File: src/rtl/rng_read_arbiter_if.sv
// Handshake/data bundle between the RNG word source, the arbiter and its two consumers.
// The master modport is the arbiter side; the slave modport is the RNG/consumer environment.
interface rng_read_arbiter_if;
  logic        STOP;
  logic [1:0]  REQ;
  logic        RNG_VALID;
  logic [15:0] RNG_DATA;
  logic        RNG_RE;
  logic [15:0] DATA_OUT;
  logic [1:0]  ACK;
  logic        BUSY;
  logic        OWNER;

  modport master (
    input  STOP, REQ, RNG_VALID, RNG_DATA,
    output RNG_RE, DATA_OUT, ACK, BUSY, OWNER
  );

  modport slave (
    output STOP, REQ, RNG_VALID, RNG_DATA,
    input  RNG_RE, DATA_OUT, ACK, BUSY, OWNER
  );
endinterface

File: src/rtl/rng_read_arbiter.sv
// Shares the 16-bit RNG word stream between a single-word host reader (0) and a burst reader (1).
// Define TRNG_ARB_PRIO0_EN to give requester 0 fixed priority instead of round-robin.
module rng_read_arbiter #(
  parameter int BURST_LEN = 8
) (
  input logic               CLK,
  input logic               RST,
  rng_read_arbiter_if.master bus
);

  localparam int CW = $clog2(BURST_LEN) + 1;

  typedef enum logic [1:0] {
    ST_IDLE,
    ST_WAIT,
    ST_XFER,
    ST_ACKS
  } state_t;

  state_t          state_q, state_d;
  logic            owner_q, owner_d;
  logic            ptr_q, ptr_d;
  logic [CW-1:0]   cnt_q, cnt_d;
  logic [15:0]     data_q, data_d;
  logic            grant_sel;

  always_ff @(posedge CLK or posedge RST) begin
    if (RST) begin
      state_q <= ST_IDLE;
      owner_q <= 1'b0;
      ptr_q   <= 1'b0;
      cnt_q   <= '0;
      data_q  <= '0;
    end else begin
      state_q <= state_d;
      owner_q <= owner_d;
      ptr_q   <= ptr_d;
      cnt_q   <= cnt_d;
      data_q  <= data_d;
    end
  end

  // A lone requester always wins; contention is settled by the pointer or fixed priority.
  always_comb begin
    grant_sel = 1'b0;
    if (bus.REQ == 2'b10) begin
      grant_sel = 1'b1;
    end else if (bus.REQ == 2'b11) begin
`ifdef TRNG_ARB_PRIO0_EN
      grant_sel = 1'b0;
`else
      grant_sel = ptr_q;
`endif
    end
  end

  always_comb begin
    state_d = state_q;
    owner_d = owner_q;
    ptr_d   = ptr_q;
    cnt_d   = cnt_q;
    data_d  = data_q;

    case (state_q)
      ST_IDLE: begin
        if (!bus.STOP && (bus.REQ != 2'b00)) begin
          owner_d = grant_sel;
          cnt_d   = grant_sel ? CW'(BURST_LEN - 1) : '0;
          state_d = ST_WAIT;
        end
      end

      ST_WAIT: begin
        if (bus.STOP || !bus.REQ[owner_q]) begin
          state_d = ST_IDLE;
        end else if (bus.RNG_VALID) begin
          state_d = ST_XFER;
        end
      end

      ST_XFER: begin
        data_d  = bus.RNG_DATA;
        state_d = ST_ACKS;
      end

      ST_ACKS: begin
        // The pointer only advances when the grant ran to completion.
        if ((cnt_q != '0) && !bus.STOP && bus.REQ[owner_q]) begin
          cnt_d   = cnt_q - CW'(1);
          state_d = ST_WAIT;
        end else begin
          state_d = ST_IDLE;
          if (cnt_q == '0) begin
            ptr_d = ~owner_q;
          end
        end
      end

      default: begin
        state_d = ST_IDLE;
      end
    endcase
  end

  assign bus.RNG_RE   = (state_q == ST_XFER);
  assign bus.ACK      = (state_q == ST_ACKS) ? (owner_q ? 2'b10 : 2'b01) : 2'b00;
  assign bus.BUSY     = (state_q != ST_IDLE);
  assign bus.OWNER    = owner_q;
  assign bus.DATA_OUT = data_q;

endmodule

File: src/flat_wrapper.sv
// flat-port wrapper written by rule: the top's interface ports become plain ports
module rng_read_arbiter_flat 
#(
  parameter int BURST_LEN = 8
)
  (CLK, RST, bus_STOP, bus_REQ, bus_RNG_VALID, bus_RNG_DATA, bus_RNG_RE, bus_DATA_OUT, bus_ACK, bus_BUSY, bus_OWNER);
  rng_read_arbiter_if bus_i ();
  input logic CLK;
  input logic RST;
  input wire logic [$bits(bus_i.STOP)-1:0] bus_STOP;
  input wire logic [$bits(bus_i.REQ)-1:0] bus_REQ;
  input wire logic [$bits(bus_i.RNG_VALID)-1:0] bus_RNG_VALID;
  input wire logic [$bits(bus_i.RNG_DATA)-1:0] bus_RNG_DATA;
  output wire logic [$bits(bus_i.RNG_RE)-1:0] bus_RNG_RE;
  output wire logic [$bits(bus_i.DATA_OUT)-1:0] bus_DATA_OUT;
  output wire logic [$bits(bus_i.ACK)-1:0] bus_ACK;
  output wire logic [$bits(bus_i.BUSY)-1:0] bus_BUSY;
  output wire logic [$bits(bus_i.OWNER)-1:0] bus_OWNER;
  assign bus_i.STOP = bus_STOP;
  assign bus_i.REQ = bus_REQ;
  assign bus_i.RNG_VALID = bus_RNG_VALID;
  assign bus_i.RNG_DATA = bus_RNG_DATA;
  assign bus_RNG_RE = bus_i.RNG_RE;
  assign bus_DATA_OUT = bus_i.DATA_OUT;
  assign bus_ACK = bus_i.ACK;
  assign bus_BUSY = bus_i.BUSY;
  assign bus_OWNER = bus_i.OWNER;
  rng_read_arbiter #(.BURST_LEN(BURST_LEN)) u_core (.CLK(CLK), .RST(RST), .bus(bus_i));
endmodule
File: config.mk
export PLATFORM = sky130hd
export DESIGN_NAME = rng_read_arbiter_flat
export DESIGN_NICKNAME = d
export VERILOG_FILES = /design/src/rtl/rng_read_arbiter_if.sv /design/src/rtl/rng_read_arbiter.sv /design/src/flat_wrapper.sv
export SDC_FILE = /design/constraint.sdc
export NUM_CORES = 1
export LEC_CHECK = 0
export BUFFER_PORTS_ARGS = -buffer_cell sky130_fd_sc_hd__buf_2
export CORE_ASPECT_RATIO = 0.5
export CORE_MARGIN = 2
export CORE_UTILIZATION = 44
export DETAILED_ROUTE_END_ITERATION = 10
export GPL_ROUTABILITY_DRIVEN = 0
export PLACE_DENSITY = 0.76
export SETUP_SLACK_MARGIN = 0.02
export SYNTH_ARGS = -nofsm -noshare
export SYNTH_HDL_FRONTEND = slang
export SYNTH_SLANG_ARGS = --single-unit
File: constraint.sdc
create_clock -name CLK -period 1.5 [get_ports CLK]
set_clock_uncertainty 0.1 [all_clocks]
set_input_delay 0.075 -clock CLK [delete_from_list [all_inputs] [get_ports CLK]]
set_output_delay 0.075 -clock CLK [all_outputs]
set_load 0.01 [all_outputs]
==> summary.md <==
| Metric | Value |
|---|---|
| Status | `finished with violations` |
| Failing checks | `negative setup slack` |
| Tmin final | `around 1.7 ns` |
| Slew Viols, Final | `0` |
| Grt ovf | `0` |
| Synth area leaders | `dfrtp_1 49%, mux2_2 15%, ha_1 6.1%` |
| Ys async rst share | `100%` |
| CP Cell Sequence | `inv_2, ha_4, a211oi_2, o21ai_2, mux2_4` |
| Netlist cell types | `36` |
| Critical-path top delay cell | `dfrtp_1` |
| Min-Delay Startpoint | `bus_REQ[1]` |
| Post-synthesis instance area | `about 1200 um^2` |
| Clock tree from TritonCTS | `yes` |
| TritonCTS Buffers | `3` |
| Max clock buf depth | `2` |
| Maxcap violations | `0` |
| H-tree depth | `1` |
| Finished Cell Area | `2120 um^2` |
| Total Die Area | `~3300 um^2` |
| DP HPWL | `around 2000 um` |
| Share of cells above drive strength 1 | `62.3%` |
| Post-synth top area share | `48.7%` |
| IO Port Bufs | `42` |
| Pre-CTS setup slack | `-0.156 ns` |
| Die height | `41.4 um` |
| Chip width | `78.8 um` |
| Crit path max-delay family | `flip-flops` |
| Post-synth EDFFs | `0` |
| Final hold violations | `0` |
| Flops & latches, synth | `24` |
| Fin nets | `about 210` |
| PD cells | `2050 nW/um^2` |
| Final ANT Viol Nets | `0` |
| Crit Path Max Fanout | `3` |
| First-pass GRT wire length | `~5900 um` |
| Most frequent cells after synthesis | `24 x dfrtp_1, 16 x mux2_2, 7 x inv_1` |
| Min-delay worst type | `in2reg` |
| Peak supply drop | `1.02 mV` |
| Sequential fraction of the synthesis area | `48.7%` |
| Most used DFF post-synth | `dfrtp_1` |
| Final worst-path cycle share | `112%` |
| Cell leakage power | `1.02 nW` |
| Vias per cell | `5.17` |
| Cell area after placement | `1650 um^2` |
| Max-slew headroom | `between 70 and 80%` |
| Critical Path RT | `1.57 ns` |
| DR iter-0 viols | `58` |
| Synth warnings | `0` |
| Worst Max-Slew Pin Slew | `roughly 0.33 ns` |
| Reg2reg end | `u_core.cnt_q[0]` |
| CP Buf/Inv Count | `1` |
| Worst skew pair latency | `~0.27 ns` |
| Post-layout worst setup margin | `-0.178 ns` |
| Effective utilization at floorplan | `46.8%` |
| Via count | `between 1k and 1.5k` |
| DRC Markers | `0` |
| Most common cell in the netlist | `dfrtp_1` |
| Critical path launch point type | `register` |
| Largest area contributor in the netlist | `dfrtp_1` |
| Drt total wl | `between 3000 and 4000 um` |
| Filler cells | `150` |
| Drt wl/cell | `18.0 um` |
| Vias in the first global route | `1152` |
| Worst r2r path cells | `5` |
| CP Class | `reg2reg` |
| Initial antenna violation count | `0` |
| Setup crit end kind | `register` |
| Gr usage total | `23.8%` |
| CTS Root Cell | `clkbuf_8` |
| Total negative slack | `-0.809 ns` |
| Post-Syn Nets | `125` |
| DR pass1 iterations | `4` |
| Final Setup Violations | `12` |
| Worst Hold Path Cells | `2` |
| Ports | `between 40 and 50` |
| DP Cell Count | `191` |
| Worst Hold Path EP | `u_core.bus.OWNER` |
| Core Area | `2640 um^2` |
| Largest net degree at the start of global routing | `25` |
| Area growth syn-to-layout | `72.4%` |
| Average cell area after synthesis | `12.7 um^2` |
| Unrepaired setup endpoints after global routing | `true` |
| Cells after Synth | `97` |
| ANT cells | `0` |
| Worst EP arrival | `approximately 1.8 ns` |
| Clk sinks | `24` |
| Max Clk Rate | `596 MHz` |
| Crit-path max cell delay | `0.44 ns` |
| FP Rows | `13` |
| Clock transition at the registers of the reported paths | `0.10 ns` |
| R2R setup slack | `-0.18 ns` |
| Final Non-Filler Cells | `220` |
[how the worst max path moves through the flow]
stage / slack (ns) / cells after the start / start / to
after floorplan: -0.11 / 5 / register / u_core.cnt_q[0]
after global placement: -0.11 / 5 / register / u_core.cnt_q[0]
after detailed placement: -0.16 / 5 / u_core.state_q[0] / u_core.cnt_q[0]
after CTS: -0.15 / 5 / register / u_core.cnt_q[0]
after global routing: -0.22 / 5 / register / u_core.cnt_q[0]
final: -0.18 / 5 / register / u_core.cnt_q[0]
[timing repair]
action                                 in CTS  in global routing
endpoints found under the hold margin      40                  0
buffers inserted                            6                  3
hold buffers                               17                  0
pin swaps                                   3                  4
cloned                                      2                  0
resized for setup                          21                 19
setup endpoints to repair                  27                 26
[routing by layer]
layer	routed length [um]	vias up	track usage [%]
met5	0	-	0
met4	48	0	3.79
met2	2000	47	42.1
met3	199	6	5.22
met1	1720	567	30.9
li1	-	517	-
[layout by cell type, fill, tap and decap left out, drive strengths merged, types with 2 or more instances in the layout]
cell type    synthesis  routed
mux2i                2       2
nor2                 4       4
inv                  8       8
buf                  1      67
nand2                6       6
a21o                 2       2
dfrtp               24      24
mux2                19      19
o21ai                3       3
clkbuf               1       3
nand3                2       2
dlygate4sd3          0      17
ha                   6       6
[registers in the layout, summed over array words and instances (netlist names), named ones only]
signal and count:
u_core.bus.DATA_OUT 16, u_core.bus.OWNER 1, u_core.cnt_q 4, u_core.ptr_q 1, u_core.state_q 1
[layout make-up]
type                       instances  area [um^2]  share of cell area [%]
clock buffer                       3         41.3                    1.94
clock inverter                     1         30.0                    1.41
inverter                           8         35.0                    1.65
multi-input combinational         63          742                    34.9
sequential                        24          603                    28.4
tap                               37         46.3                    2.18
timing repair buffer              84          627                    29.5
[metrics by stage]
stage / util [%] / hold WS, ns / total power [mW]
2_1_floorplan: - / -0.0105 / 2.35
3_3_place_gp: 62.8 / 0.0290 / 2.99
3_5_place_dp: 62.8 / 0.0361 / 3.06
4_1_cts: 79.0 / 0.0439 / 4.09
5_1_grt: 80.6 / 0.0431 / 4.55
6_report: 80.6 / 0.0412 / 4.35
[power by group]
group	leakage [nW]	switching (mW)	internal [mW]	total, mW
clock network	0.0357	0.232	0.357	0.589
logic	0.700	1.07	1.47	2.55
registers	0.285	0.241	0.972	1.21
[cell families after synthesis]
kind of cell | Yosys count | synth area share [%]
and+or+nand+nor | 20 | 9.34
adders and majority gates | 6 | 6.09
AOI/OAI and AO/OA | 16 | 12.8
buffers and inverters | 10 | 3.15
muxes | 21 | 19.9
DFF | 24 | 48.7
Note: power is estimated with default switching activity, not from simulation.
